`config.mk`:
```
export PLATFORM = sky130hd
export DESIGN_NAME = regfile_preloader
export DESIGN_NICKNAME = d
export VERILOG_FILES = /design/src/rtl/regfile_preloader.sv
export SDC_FILE = /design/constraint.sdc
export NUM_CORES = 1
export LEC_CHECK = 0
export ABC_AREA = 1
export CORE_UTILIZATION = 37
export DETAILED_ROUTE_END_ITERATION = 12
export PLACE_DENSITY = 0.8
export SLEW_MARGIN = 20
export SYNTH_ARGS = -nofsm -noshare
export SYNTH_HDL_FRONTEND = slang
export SYNTH_SLANG_ARGS = --single-unit
export TNS_END_PERCENT = 20
```
`constraint.sdc`:
```
create_clock -name clock -period 1.42 [get_ports clock]
set_input_delay 0.284 -clock clock [delete_from_list [all_inputs] [get_ports clock]]
set_output_delay 0.284 -clock clock [all_outputs]
set_load 0.005 [all_outputs]
```
`src/rtl/regfile_preloader.sv`:
```
// Streams (index, value) entries into a register file through its test port while holding the
// processor in reset. Optional readback checking is enabled by defining REGFILE_VERIFY_EN.
module regfile_preloader #(
  parameter int unsigned MAX_WRITES = 64
) (
  input  logic        clock,
  input  logic        reset,
  input  logic        start,
  input  logic        in_valid,
  input  logic [4:0]  in_addr,
  input  logic [31:0] in_data,
  input  logic        in_last,
  output logic        in_ready,
  output logic        test,
  output logic        t_ctrl_writeEnable,
  output logic [4:0]  t_ctrl_writeReg,
  output logic [31:0] t_data_writeReg,
  output logic [4:0]  t_ctrl_readRegA,
  input  logic [31:0] t_data_readRegA,
  output logic        proc_hold,
  output logic        done,
  output logic        err,
  output logic [6:0]  write_count
);

`ifdef REGFILE_VERIFY_EN
  typedef enum logic [1:0] {StIdle, StLoad, StCheck, StDone} state_e;
`else
  typedef enum logic [1:0] {StIdle, StLoad, StDone} state_e;
`endif

  localparam logic [6:0] LastCnt = 7'(MAX_WRITES - 1);

  state_e      state_q, state_d;
  logic        we_q, we_d;
  logic [4:0]  wreg_q, wreg_d;
  logic [31:0] wdata_q, wdata_d;
  logic [6:0]  count_q, count_d;
  logic        err_q, err_d;
  // fin_q: the final entry (in_last or overflow) has been accepted
  logic        fin_q, fin_d;
  logic        accept;

`ifdef REGFILE_VERIFY_EN
  // pend_q: the cycle right after an acceptance (write cycle)
  logic        pend_q, pend_d;
  assign in_ready = (state_q == StLoad) && !fin_q && !pend_q;
`else
  logic        unused_rd;
  assign unused_rd = ^t_data_readRegA;
  assign in_ready  = (state_q == StLoad) && !fin_q;
`endif

  assign accept = in_valid && in_ready;

  always_comb begin
    state_d = state_q;
    we_d    = 1'b0;
    wreg_d  = wreg_q;
    wdata_d = wdata_q;
    count_d = count_q;
    err_d   = err_q;
    fin_d   = fin_q;
`ifdef REGFILE_VERIFY_EN
    pend_d  = 1'b0;
`endif
    unique case (state_q)
      StIdle, StDone: begin
        if (start) begin
          state_d = StLoad;
          count_d = '0;
          err_d   = 1'b0;
          fin_d   = 1'b0;
        end
      end
      StLoad: begin
`ifdef REGFILE_VERIFY_EN
        if (pend_q) begin
          if (we_q) begin
            state_d = StCheck;
          end else if (fin_q) begin
            state_d = StDone;
          end
        end else
`endif
        if (fin_q) begin
          state_d = StDone;
        end else if (accept) begin
          count_d = count_q + 7'd1;
`ifdef REGFILE_VERIFY_EN
          pend_d  = 1'b1;
`endif
          if (in_addr != 5'd0) begin
            we_d    = 1'b1;
            wreg_d  = in_addr;
            wdata_d = in_data;
          end
          if (in_last) begin
            fin_d = 1'b1;
          end else if (count_q == LastCnt) begin
            err_d = 1'b1;
            fin_d = 1'b1;
          end
        end
      end
`ifdef REGFILE_VERIFY_EN
      StCheck: begin
        // Regfile read is combinational; the write landed at the end of the write cycle
        if (t_data_readRegA != wdata_q) err_d = 1'b1;
        state_d = fin_q ? StDone : StLoad;
      end
`endif
      default: state_d = StIdle;
    endcase
  end

  always_ff @(posedge clock or negedge reset) begin
    if (!reset) begin
      state_q <= StIdle;
      we_q    <= 1'b0;
      wreg_q  <= '0;
      wdata_q <= '0;
      count_q <= '0;
      err_q   <= 1'b0;
      fin_q   <= 1'b0;
`ifdef REGFILE_VERIFY_EN
      pend_q  <= 1'b0;
`endif
    end else begin
      state_q <= state_d;
      we_q    <= we_d;
      wreg_q  <= wreg_d;
      wdata_q <= wdata_d;
      count_q <= count_d;
      err_q   <= err_d;
      fin_q   <= fin_d;
`ifdef REGFILE_VERIFY_EN
      pend_q  <= pend_d;
`endif
    end
  end

  assign test               = (state_q != StIdle) && (state_q != StDone);
  assign proc_hold          = (state_q != StDone);
  assign done               = (state_q == StDone);
  assign err                = err_q;
  assign write_count        = count_q;
  assign t_ctrl_writeEnable = we_q;
  assign t_ctrl_writeReg    = wreg_q;
  assign t_data_writeReg    = wdata_q;
`ifdef REGFILE_VERIFY_EN
  assign t_ctrl_readRegA    = (state_q == StCheck) ? wreg_q : 5'd0;
`else
  assign t_ctrl_readRegA    = 5'd0;
`endif

endmodule

```
# Yosys cells after proc, flatten, opt, wreduce, memory -nomap -nowiden
# Index checks and enable logic that the tools add are counted.
[word_totals]
ff_bits = 49
latch_bits = 0
mem_bits_rw = 0
mem_bits_ro = 0
in_bits = 74
output_inout_bits = 55
wordCells = 55
n_memories = 0
[classes]
add_sub_neg = 1
n_mul = 0
div_mod_pow = 0
n_lt_le_gt_ge = 0
n_eq_ne = 10
shift = 0
muxes = 22
n_bitwise = 1
reduce_logical = 14
[ops]
columns = ["op", "n"]
rows = [
  ["$mux 7", 3],
  ["$pmux 7 s2", 1],
  ["$mux 1", 13],
  ["$ne 2x2->1 const B", 6],
  ["$reduce_and 4->1", 2],
  ["$add 7x1->7 const B", 1],
  ["$eq 7x6->1 const B", 1],
  ["$reduce_and 6->1", 1],
  ["$reduce_bool 5->1", 1],
  ["$mux 2", 2],
  ["$pmux 1 s2", 2],
  ["$pmux 2 s2", 1],
  ["$reduce_and 2->1", 2],
  ["$reduce_bool 2->1", 2],
  ["$logic_and 1x1->1", 3],
  ["$eq 2x1->1 const B", 1],
  ["$eq 2x2->1 const B", 1],
  ["$logic_not 2->1", 1],
  ["$ne 2x1->1 const B", 1],
  ["$reduce_or 2->1", 1],
  ["$logic_not 1->1", 1],
  ["$not 1->1", 1],
]

# Longest topological paths before layout
[depth]
word_depth = 6
depth_mapped = 8
ltp_nobuf = 8

# Worst setup path after synthesis
# Ideal clock, no wire load.
[synth_path]
path_type = "reg-to-reg"
from = "register state_q[1]"
to = "register wdata_q[12], in the netlist t_data_writeReg[12]"
setup_time_ns = 0.116
arrival_time_ns = 1.098
required_time_ns = 1.304
slack_ns = 0.206
stages_incl_launch_ff = 9
path_buffers = 2
period_less_slack_ns = 1.214
cell_sequence = "dfrtp_1 inv_1 nand4_2 inv_2 nand2_2 buf_6 buf_6 nand2_1 nand2_1"
[synth_between]
elab_chain_cells = 4
[synth_lines]
columns = ["element", "line_no", "text"]
rows = [
  ["start: declaration", "34", "state_e state_q, state_d;"],
  ["start signal: assignment", "119", "state_q <= StIdle;"],
  ["start signal: assignment", "130", "state_q <= state_d;"],
  ["$eq 2x1->1 (*)", "51, 67", ""],
  ["$logic_and 1x1->1", "51", "assign in_ready = (state_q == StLoad) && !fin_q;"],
  ["$logic_and 1x1->1", "54", "assign accept = in_valid && in_ready;"],
  ["$reduce_and 4->1 (no source line) (*)", "--", ""],
  ["end signal: assignment", "133", "wdata_q <= wdata_d;"],
  ["end: declaration", "37", "logic [31:0] wdata_q, wdata_d;"],
]
# Mark *: on every way between the ends. The rest lies on a longest branch, timed or not.
# A chain may end at the register's enable or synchronous reset.

# Final worst setup path
[layout_path]
from = "register state_q[1]"
to = "output port in_ready"
[layout_between]
elab_chain_cells = 2
[layout_lines]
columns = ["element", "line_no", "text"]
rows = [
  ["$eq 2x1->1", "51", ""],
  ["$logic_and 1x1->1", "51", ""],
  ["end: declaration", "13", "output logic in_ready,"],
]
# Every way passes these cells.

==> results.txt <==
----------------------------------------------------
[Power and ir drop]
  Power Dens Cells ... 1830 mW/mm²
  Leakage power ... 1.85 nW
  Total Power Consumption ... 6.34 mW
  Worst IR drop on VDD ... 0.000937 V

[Placed design]
  Routability congestion estimate from global placement ... 0.784
  Worst setup slack after placement ... -250 ps
  Post-DP HPWL ... 3.65 mm
  Number of buffer cells added on primary ports ... 91

[Global routing]
  Via count of the first global-routing pass ... 2,088
  First-pass GRT wire length ... 8.86 mm
  Global route total overflow ... 0
  Gr usage total ... 18.8%
  Maximum number of pins on one net before global-route repair ... 50
  Initial antenna violation count ... 0

[Timing]
  Peak clock frequency supported by timing ... 693 MHz
  Final setup skew ... 2.91 ps
  Final hold violation count ... 0
  Period utilization ... 102%
  Setup total negative slack ... -23.9 ps
  Max-slew violation count ... 0
  Setup violation total in the final timing report ... 1
  Unrepaired setup endpoints after global routing ... yes
  Setup slack of the critical path after layout ... -23.9 ps
  Worst hold slack ... 475 ps
  Final critical-path required period ... 1440 ps

[Routing]
  Number of design-rule violations left by the first detailed-router iteration ... 71
  Detailed-route wire length per cell ... 12.3 µm
  Count of unresolved DRC violations after routing ... 0
  Antenna Nets Post-Route ... 0
  Vias post-DR ... 2,050
  Vias per Instance ... 4.62
  Pre-antenna DRT Iters ... 5
  Total wire length after detailed routing ... 5.47 mm

[Die]
  Number of I/O pins ... 129
  Die area ... 0.00596 mm²
  Y dimension of the die ... 77.2 µm
  Placeable core region ... 0.00547 mm²
  Standard-cell row count ... 27
  Chip Width ... 77.2 µm
  Starting density of the core ... 38.2%

[Clock network]
  TritonCTS clock tree ... built
  TritonCTS sink count ... 49
  Clock latency on the worst-skew pair ... 290 ps
  Root buffer cell ... sky130_fd_sc_hd__clkbuf_8
  Buffer depth of the longest clock path ... 2
  Clock-pin slew reported for the worst setup and hold paths after clock tree synthesis ... 90 ps
  Clock buffer count from CTS ... 5
  # H-tree levels ... 2

[Worst setup path]
  Highest net fanout along the worst path ... 2
  Capturing instance or port of the critical path ... in_ready
  Crit Path Category ... reg2out
  RR Endpoint ... t_data_writeReg[7]
  Worst setup EP type ... output port
  Critical Path AT ... 1160 ps
  Crit path from ... state_q[1]
  Required time at the endpoint of the critical path ... 1140 ps
  Type of element launching the critical path ... flop
  Setup slack of the most critical reg-to-reg path ... 10 ps
  Worst reg2reg startpoint ... state_q[0]
  Count of cells along the worst register-to-register path ... 9

[Layout]
  Net count of the finished layout ... 446
  Diodes inserted ... 0
  Share of layout cells above drive strength 1 ... 16.1%
  Area grow syn2layout ... 66.0%

[Logic synthesis]
  Number of instances in the synthesized netlist ... 251
  Seq cells post-synth ... 49
  Post-synthesis cell area ... 0.00209 mm²
  Warnings from Yosys ... 0
  Post-Syn Area per Cell ... 8.33 µm²
  Synth cell types ... 20
  Sequential fraction of the synthesis area ... 58.6%

[Flow run]
  Number of violations of the max-capacitance limit ... 0

[Outcome]
  Violated checks ... setup timing
  Result of the run ... complete, but fails checks

[Hold path]
  Path type of the worst min-delay path ... reg2reg

----------------------------------------------------
## cell usage in the layout, fill, tap and decap left out, types with 2 or more instances in the layout
cell type and instances:
sky130_fd_sc_hd__inv_4 2, sky130_fd_sc_hd__clkbuf_16 2, sky130_fd_sc_hd__nand2_1 125, sky130_fd_sc_hd__dlygate4sd2_1 47, sky130_fd_sc_hd__clkbuf_8 6, sky130_fd_sc_hd__inv_2 3
sky130_fd_sc_hd__clkdlybuf4s50_1 40, sky130_fd_sc_hd__nor2_1 9, sky130_fd_sc_hd__conb_1 5, sky130_fd_sc_hd__nand3_1 7, sky130_fd_sc_hd__buf_8 2, sky130_fd_sc_hd__o21ai_0 10
sky130_fd_sc_hd__nor2_4 3, sky130_fd_sc_hd__buf_12 3, sky130_fd_sc_hd__buf_4 21, sky130_fd_sc_hd__dfrtp_1 49, sky130_fd_sc_hd__inv_1 13, sky130_fd_sc_hd__a21oi_1 2
sky130_fd_sc_hd__buf_6 3, sky130_fd_sc_hd__nand2_2 3, sky130_fd_sc_hd__buf_2 2
## per-layer routing
metal | GRT usage, % | vias to the layer above | part of all wire, %
met5 | 0 | - | 0
met3 | 6.31 | 11 | 7.9
li1 | - | 995 | -
met4 | 7.17 | 0 | 1.6
met1 | 19.9 | 956 | 40
met2 | 34.1 | 88 | 51
## synth_stat cells, drive strengths merged
cell type | n | area share [%]
nand2 | 130 | 24
nand4 | 1 | 0.60
a21oi | 3 | 0.72
o21ai | 11 | 2.6
inv | 18 | 3.2
nand3 | 8 | 1.9
nor3 | 1 | 0.24
clkinv | 1 | 0.24
conb | 1 | 0.18
ha | 1 | 0.60
o22ai | 1 | 0.30
clkbuf | 2 | 0.36
dfrtp | 49 | 59
buf | 11 | 4.2
xor2 | 1 | 0.42
nor2 | 12 | 2.2
## cell type report
cell class / count / area (µm²)
Clock buffer: 7 / 86.3
Inverter: 19 / 83.8
Timing Repair Buffer: 122 / 1170
Multi-Input combinational cell: 174 / 786
Clock inverter: 1 / 30.0
Sequential cell: 49 / 1230
Fill cell: 502 / 2000
Tap cell: 72 / 90.1
## repair_timing
| action | 4_1_cts | 5_1_grt |
|---|---|---|
| pin swaps | 2 | 3 |
| setup endpoints to repair | 50 | 43 |
| gates cloned | 0 | 2 |
| hold endpoints to repair | 49 | 0 |
| hold buffers | 1 | 0 |
| resized for setup | 62 | 32 |
| buffers inserted | 11 | 4 |
## sequential cells by signal, summed over array words and instances (netlist names)
signal              count
fin_q                   1
t_ctrl_writeReg         5
t_data_writeReg        32
t_ctrl_writeEnable      1
state_q                 2
write_count             7
err                     1
## worst max-delay path, stage by stage, from the launching register on
cell and delay, ps:
sky130_fd_sc_hd__dfrtp_1 400, sky130_fd_sc_hd__buf_4 150, sky130_fd_sc_hd__nor2_4 110, sky130_fd_sc_hd__nand2_2 70, sky130_fd_sc_hd__inv_2 60, sky130_fd_sc_hd__buf_6 80
## logic make-up after synthesis
| kind of cell | share of synthesized area (%) |
|---|---|
| compound gates | 3.65 |
| buf+inv | 8.02 |
| flops | 58.6 |
| fa+ha+maj | 0.598 |
| other cells | 0.179 |
| xor+xnor | 0.419 |
| simple gates | 28.5 |
## per-stage QoR
stage	cell area [µm²]	instances	util, %
CTS	3300	438	60.4
global placement	3130	418	57.2
finish	3470	444	63.4
floorplan	2110	255	-
global route	3470	444	63.4
detailed placement	3130	418	57.2
## how the worst min path moves through the flow
stage                        startpoint                   to  slack [ps]  cells past startpoint
finish               t_ctrl_writeReg[2]   t_ctrl_writeReg[2]         470                      2
global placement                  reset  t_data_writeReg[22]         290                      2
floorplan                         reset                  err         -10                      0
CTS                  t_ctrl_writeReg[2]   t_ctrl_writeReg[2]         480                      2
global route        t_data_writeReg[23]  t_data_writeReg[23]         500                      2
detailed placement                reset  t_data_writeReg[22]         290                      2
## where the power goes
| part | switching, mW | internal [mW] | leakage [nW] |
|---|---|---|---|
| clock | 0.437 | 0.574 | 0.0585 |
| combinational | 1.47 | 1.58 | 1.17 |
| sequential | 0.311 | 1.97 | 0.624 |
| total | 2.22 | 4.13 | 1.85 |
Power figures use the tool's default switching activity.
